File: src/rtl/axi_stream_fifo.sv
// AXI4-Stream FIFO with a registered first-word-fall-through output stage.
// Define AXIS_FIFO_PACKET_MODE_EN to hold m_axis_tvalid low until a whole packet
// (or a full buffer) is stored; leave it undefined for a plain FIFO.
module axi_stream_fifo #(
    parameter int unsigned DATA_WIDTH = 16,
    parameter int unsigned USER_WIDTH = 1,
    parameter int unsigned DEPTH      = 16
) (
    input  logic                      aclk,
    input  logic                      aresetn,
    input  logic [DATA_WIDTH-1:0]     s_axis_tdata,
    input  logic [DATA_WIDTH/8-1:0]   s_axis_tstrb,
    input  logic [DATA_WIDTH/8-1:0]   s_axis_tkeep,
    input  logic                      s_axis_tlast,
    input  logic [USER_WIDTH-1:0]     s_axis_tuser,
    input  logic                      s_axis_tvalid,
    output logic                      s_axis_tready,
    output logic [DATA_WIDTH-1:0]     m_axis_tdata,
    output logic [DATA_WIDTH/8-1:0]   m_axis_tstrb,
    output logic [DATA_WIDTH/8-1:0]   m_axis_tkeep,
    output logic                      m_axis_tlast,
    output logic [USER_WIDTH-1:0]     m_axis_tuser,
    output logic                      m_axis_tvalid,
    input  logic                      m_axis_tready,
    output logic [$clog2(DEPTH):0]    fill_level
);

    localparam int unsigned KW = DATA_WIDTH / 8;
    localparam int unsigned AW = $clog2(DEPTH);
    localparam int unsigned CW = AW + 1;
    localparam int unsigned BW = DATA_WIDTH + 2 * KW + 1 + USER_WIDTH;

    // Array holds every stored beat except the one sitting in the output stage.
    logic [BW-1:0] mem [DEPTH];

    logic [CW-1:0] wr_ptr;
    logic [CW-1:0] rd_ptr;
    logic [CW-1:0] wr_ptr_n;
    logic [CW-1:0] rd_ptr_n;
    logic [CW-1:0] fill_n;
    logic [BW-1:0] in_beat;
    logic [BW-1:0] out_beat;
    logic [BW-1:0] out_beat_n;
    logic          out_present;
    logic          out_present_n;
    logic          tvalid_n;
    logic          tready_n;
    logic          push;
    logic          pop;
    logic          arr_empty;
    logic          out_free;
    logic          arr_wr;

    assign in_beat = {s_axis_tdata, s_axis_tstrb, s_axis_tkeep, s_axis_tlast, s_axis_tuser};
    assign {m_axis_tdata, m_axis_tstrb, m_axis_tkeep, m_axis_tlast, m_axis_tuser} = out_beat;

    // Handshakes, array/output-stage movement and occupancy for the next edge.
    always_comb begin
        push          = s_axis_tvalid & s_axis_tready;
        pop           = m_axis_tvalid & m_axis_tready;
        arr_empty     = (wr_ptr == rd_ptr);
        out_free      = ~out_present | pop;
        wr_ptr_n      = wr_ptr;
        rd_ptr_n      = rd_ptr;
        out_beat_n    = out_beat;
        out_present_n = out_present;
        arr_wr        = 1'b0;

        if (out_free) begin
            if (!arr_empty) begin
                out_beat_n    = mem[rd_ptr[AW-1:0]];
                rd_ptr_n      = rd_ptr + CW'(1);
                out_present_n = 1'b1;
            end else if (push) begin
                // Empty FIFO: the incoming beat goes straight into the output register.
                out_beat_n    = in_beat;
                out_present_n = 1'b1;
            end else begin
                out_present_n = 1'b0;
            end
        end

        if (push && !(out_free && arr_empty)) begin
            arr_wr   = 1'b1;
            wr_ptr_n = wr_ptr + CW'(1);
        end

        fill_n   = fill_level + CW'(push) - CW'(pop);
        tready_n = (fill_n != CW'(DEPTH));
    end

`ifdef AXIS_FIFO_PACKET_MODE_EN
    logic [CW-1:0] pkt_cnt;
    logic [CW-1:0] pkt_cnt_n;
    logic          draining;
    logic          draining_n;

    // Release gating: complete packet stored, buffer full, or a packet already partly sent.
    always_comb begin
        pkt_cnt_n  = pkt_cnt;
        draining_n = draining;
        if ((push && s_axis_tlast) && !(pop && m_axis_tlast)) begin
            pkt_cnt_n = pkt_cnt + CW'(1);
        end else if (!(push && s_axis_tlast) && (pop && m_axis_tlast)) begin
            pkt_cnt_n = pkt_cnt - CW'(1);
        end
        if (pop) begin
            draining_n = ~m_axis_tlast;
        end
        tvalid_n = out_present_n &
                   ((pkt_cnt_n != CW'(0)) | (fill_n == CW'(DEPTH)) | draining_n);
    end

    // Packet counter and mid-packet drain flag.
    always_ff @(posedge aclk or negedge aresetn) begin
        if (!aresetn) begin
            pkt_cnt  <= '0;
            draining <= 1'b0;
        end else begin
            pkt_cnt  <= pkt_cnt_n;
            draining <= draining_n;
        end
    end
`else
    // Plain FIFO: present whenever the output stage holds a beat.
    always_comb begin
        tvalid_n = out_present_n;
    end
`endif

    // Control state and registered outputs.
    always_ff @(posedge aclk or negedge aresetn) begin
        if (!aresetn) begin
            wr_ptr        <= '0;
            rd_ptr        <= '0;
            fill_level    <= '0;
            out_present   <= 1'b0;
            out_beat      <= '0;
            m_axis_tvalid <= 1'b0;
            s_axis_tready <= 1'b0;
        end else begin
            wr_ptr        <= wr_ptr_n;
            rd_ptr        <= rd_ptr_n;
            fill_level    <= fill_n;
            out_present   <= out_present_n;
            out_beat      <= out_beat_n;
            m_axis_tvalid <= tvalid_n;
            s_axis_tready <= tready_n;
        end
    end

    // Beat storage write port.
    always_ff @(posedge aclk) begin
        if (arr_wr) begin
            mem[wr_ptr[AW-1:0]] <= in_beat;
        end
    end

endmodule

File: config.mk
export PLATFORM = sky130hd
export DESIGN_NAME = axi_stream_fifo
export DESIGN_NICKNAME = d
export VERILOG_FILES = /design/src/rtl/axi_stream_fifo.sv
export SDC_FILE = /design/constraint.sdc
export NUM_CORES = 1
export LEC_CHECK = 0
export CORE_ASPECT_RATIO = 1.5
export CORE_MARGIN = 10
export CORE_UTILIZATION = 55
export CTS_BUF_LIST = sky130_fd_sc_hd__clkbuf_8
export DETAILED_ROUTE_END_ITERATION = 8
export GPL_ROUTABILITY_DRIVEN = 0
export PLACE_DENSITY = 0.73
export SETUP_SLACK_MARGIN = 0.4
export SYNTH_ARGS = -nofsm -noshare
export SYNTH_HDL_FRONTEND = slang
export SYNTH_SLANG_ARGS = --single-unit
File: constraint.sdc
create_clock -name aclk -period 3.9 [get_ports aclk]
set_clock_uncertainty 0.2 [all_clocks]
set_input_delay 0.39 -clock aclk [delete_from_list [all_inputs] [get_ports aclk]]
set_output_delay 0.39 -clock aclk [all_outputs]
set_load 0.1 [all_outputs]
==> impl_metrics.ini, run 1 <==
[die]
die_area_sq_um = 35300
die_x_um = 157
coreArea_sq_um = 27900
rows = 75
initial_core_util_pct = 55.4
die_h_um = 225
io_pins = 55

[routing]
via_per_inst = 6.17
routed_wl_mm = 34.7
routed-via-count = 8058
ant_nets = 0
dr.pass1.iters = 6
route.detailed.drc = 0
drt_iter0_markers = 728
routedWlPerCell_um = 26.5

[sta]
min_period_ns = 3.05
setup_viol = 0
finalCritPeriodShare_pct = 78.3
fmaxAchievable_ghz = 0.327
rsz0062_at_grt = no
finalMaxSlewViolations = 0
worst_pin_slew_ns = 1.15
slew_headroom_pct = 23.0
tns_ns = 0
hold_viol = 0

[power]
combinationalPowerShare_pct = 37.6
p_per_area_nw_per_um2 = 781
seqPwrFrac_pct = 40.5
power.clock.fraction_pct = 21.8
power_mw = 13.6
peakVddDrop_mv = 0.464
p_sw_mw = 5.06
p_int_mw = 8.56
power_leakage_nw = 6.16
switching_share_pct = 37.2

[synthesis]
yosysMostFrequentCell = edfxtp_1
synth_area_per_cell_sq_um = 18.7
synth_top_area_cell = edfxtp_1
yosys.area.top_type_share_pct = 68.5
ys_seq_elements = 391
synth_area_sq_um = 15400
synth_commonest_cells = edfxtp_1, mux2i_1, mux4_2, o22ai_1, dfrtp_1
ys.flop_type = edfxtp_1
async_reset_ff_share_pct = 9.97
synth-edff-count = 352
synth_area_leaders = edfxtp_1, mux4_2, dfrtp_1, mux2i_1, o22ai_1
yosysSeqAreaShare_pct = 74.8
synth_fp_nets = 861
syn_inst = 824
ys_types = 35
ys_warn_count = 0

[final_layout]
fin_util_pct = 62.6
fin_nets = 952
area_growth_pct = 13.0
fin_cells = 1307
drive_gt1_share_pct = 17.6

[grt]
overflow = 0
grt_use_total_pct = 20.1
gr-usage-met1_pct = 24.3
antenna_found_initial = 1
use_met3_pct = 3.19
grt_pass1_wl_mm = 52.4
grt_max_degree = 94
use_met2_pct = 35.5
grt_pass1_vias = 8441
grt.busiest_layer = met2

[worst_setup_path]
worstPathRequired_ns = 3.98
crit_fanout = 20
end_kind = register
arrival_ns = 3.14
path_class = register to register
start_kind = register

[clock_network]
clk_pin_slew_ns = 0.06
clock_latency_ns = 0.60
cts_hold_buf = 1
cts_tree = built
cts_num_sinks = 391
cts_setup_buffers = 0
cts-resized-gates = 0
cts_buffers = 53
clock-root-buffer = clkbuf_8
cts_buffer_depth = 3
htreeDepth = 2

[run_status]
status = finished clean

[job]
maxCapViolations = 0

[hold_path]
hp-class = register to register

[placement]
placedCellCount = 1205
dp_hpwl_mm = 21.0
port_buffers = 54
[worst max-delay path, cell delays in order, from the launching register on]
cell and delay (ns):
dfrtp_1 0.62, xor2_1 0.21, nor2_1 0.13, a31oi_1 0.30, buf_4 0.28, and3_1 0.63
buf_4 0.35
[path summary, 6_finish.rpt]
| kind | startpoint | endpoint | slack, ns | depth (start not counted) |
|---|---|---|---|---|
| max | rd_ptr[3] | mem[12][19] | 0.85 | 6 |
| min | out_beat[15] | out_beat[15] | 0.30 | 1 |
| max reg2reg | rd_ptr[3] | mem[12][19] | 0.85 | 6 |
| min reg2reg | out_beat[15] | out_beat[15] | 0.30 | 1 |
| max in group asynchronous | aresetn | rd_ptr[0] | 2.28 | 2 |
| min in group asynchronous | aresetn | out_beat[10] | 0.36 | 2 |
[power groups by stage]
stage	sequential (mW)	clock (mW)	combinational, mW
global route	5.57	3.19	5.46
global placement	5.59	0	5.12
finish	5.52	2.97	5.12
detailed placement	5.61	0	5.16
CTS	5.52	3.02	5.18
floorplan	6.47	0	2.89
[state kept, by name (all words and copies together) (netlist names)]
signal and flops:
wr_ptr 5, out_beat 22, rd_ptr 5, out_present 1, fill_level 5, mem 352, s_axis_tready 1
[kinds of logic after synthesis]
kind of cell	share of synthesized area, %
buffers and inverters	2.12
AO/OA/AOI/OAI	5.85
adder cells (fa/ha/maj)	0.940
XOR/XNOR	0.965
multiplexers	12.2
AND/OR/NAND/NOR	3.11
flip-flops	74.8
[cell usage in the layout, fill, tap and decap left out, types with 20 or more instances in the layout]
cell type,n
edfxtp_1,352
mux2i_1,88
clkbuf_8,62
clkdlybuf4s50_1,53
mux4_2,44
o22ai_1,44
inv_1,40
dfrtp_1,36
buf_4,31
nand2_1,30
nand3_1,22
and3_1,21
a21o_1,20
[per-stage QoR]
step	hold WS (ns)	setup WS [ns]	area, sq um
finish	0.296	0.845	17400
global placement	0.276	0.797	16400
CTS	0.295	0.885	17400
floorplan	-0.106	0.519	15400
global route	0.318	0.766	17400
detailed placement	0.281	0.788	16400
[cell type report]
type	instances	area [sq um]
Sequential cell	391	11600
Inverter	12	45.0
Timing Repair Buffer	87	798
Clock buffer	62	853
Antenna cell	1	2.50
Clock inverter	38	183
Fill cell	1977	10400
Tap cell	346	433
Multi-Input combinational cell	370	3580
[metal layers]
metal | wire length, um | part of all wire [%] | up-vias
met3 | 1880 | 5.4 | 60
met1 | 13100 | 38 | 4200
met4 | 911 | 2.6 | 0
met5 | 0 | 0 | -
li1 | - | - | 3517
met2 | 18800 | 54 | 281
(Power assumes the default switching activity.)
==> run 2, diff against run 1 <==
==> constraint.sdc (replaced) <==
create_clock -name aclk -period 3.1 [get_ports aclk]
set_clock_uncertainty 0.2 [all_clocks]
set_input_delay 0.31 -clock aclk [delete_from_list [all_inputs] [get_ports aclk]]
set_output_delay 0.31 -clock aclk [all_outputs]
set_load 0.1 [all_outputs]
==> impl_metrics.ini, run 2 (synthesis results as in run 1) <==
[run_status]
status = finished clean

[sta]
worst_slack_ns = 0.536
setup_viol = 0
finalMaxSlewViolations = 0
finalCritPeriodShare_pct = 82.7
slew_headroom_pct = 53.6
hold_viol = 0
tns_ns = 0
worst_pin_slew_ns = 0.696
min_period_ns = 2.56
fmaxAchievable_ghz = 0.390
rsz0062_at_grt = no
whs_ns = 0.0951

[die]
die_area_sq_um = 35300
rows = 75
die_h_um = 225
coreArea_sq_um = 27900
io_pins = 55
die_x_um = 157
initial_core_util_pct = 55.4

[worst_setup_path]
worstPathRequired_ns = 3.19
r2r_start = rd_ptr[1]
slowest_delay_ns = 0.50
path_common_cell = buf_4
crit_chain = xor2_1 -> nor3_1 -> buf_4 -> a31oi_1 -> buf_4 -> and3_1 -> buf_4
path_delay_family = buffers and inverters
path_class = register to register
start_kind = register
crit_start = rd_ptr[1]
end_kind = register
crit_fanout = 20
arrival_ns = 2.65
cp.buffers_inverters = 3
slowest_stage = dfrtp_2

[grt]
grt_use_total_pct = 19.6
antenna_found_initial = 0
grt_pass1_vias = 8573
grt_max_degree = 70
overflow = 0
grt_pass1_wl_mm = 51.5

[placement]
dp_hpwl_mm = 20.8
placedCellCount = 1233
pre_cts_slack_ns = 0.330
port_buffers = 54

[job]
maxCapViolations = 0

[final_layout]
fin_cells = 1338
fill_cells = 1873
multi_input_area_sq_um = 3580
final_common_cell = edfxtp_1
drive_gt1_share_pct = 24.5
fin_util_pct = 64.1
seqCellArea_sq_um = 11600
antenna_cells = 0
largest_reg_flops = 352
layout_common_cells = edfxtp_1, mux2i_1, buf_4
area_growth_pct = 15.7
fin_nets = 983

[clock_network]
cts_setup_buffers = 0
cts_hold_buf = 1
cts_buffers = 56
htreeDepth = 2
cts-resized-gates = 0
cts_tree = built
clk_pin_slew_ns = 0.07
clock-root-buffer = clkbuf_8
clock_latency_ns = 0.60
cts_buffer_depth = 3
cts_num_sinks = 391

[routing]
routedWlPerCell_um = 25.5
via_per_inst = 6.08
drt_iter0_markers = 642
routed-via-count = 8139
routed_wl_mm = 34.1
dr.pass1.iters = 5
ant_nets = 0
route.detailed.drc = 0

[power]
peakVddDrop_mv = 0.679
p_per_area_nw_per_um2 = 1000
power_leakage_nw = 6.42

[hold_path]
hp-class = input pin to asynchronous set/reset pin
## run 2: layout make-up
cell class	instances	share of cell area, %
multi-input cells	370	20.1
well taps	346	2.42
clock inverters	41	2.15
flip-flops and latches	391	64.7
clock buffers	63	4.86
inverters	12	0.252
repair buffers	115	5.52
## run 2: per-stage QoR
stage	cell area, sq um	total power [mW]
detailed placement	16600	13.6
global route	17900	18.7
global placement	16600	13.5
CTS	17900	18.0
floorplan	15500	11.8
finish	17900	17.9
## run 2: path summary, 6_finish.rpt
check | cells after the start | to | slack [ns]
hold / removal | 2 | fill_level[2] | 0.1
setup reg to reg | 7 | mem[9][11] | 0.54
hold reg to reg | 2 | out_beat[18] | 0.29
max in group asynchronous | 3 | out_beat[5] | 1.84
setup / recovery | 7 | mem[9][11] | 0.54
min in group aclk | 4 | out_present | 0.27
## run 2: per-layer routing
metal / track usage (%) / part of all wire [%] / routed length, um
met2: 33.8 / 53 / 17900
met3: 3.82 / 6.3 / 2150
met4: 6.41 / 2.3 / 768
met5: 0 / 0 / 0
met1: 24.1 / 39 / 13300
## run 2: report_power, final
group | total (mW) | internal, mW | switching, mW
Clock | 4.42 | 2.54 | 1.89
Sequential | 6.88 | 6.55 | 0.335
Combinational | 6.59 | 2.41 | 4.19
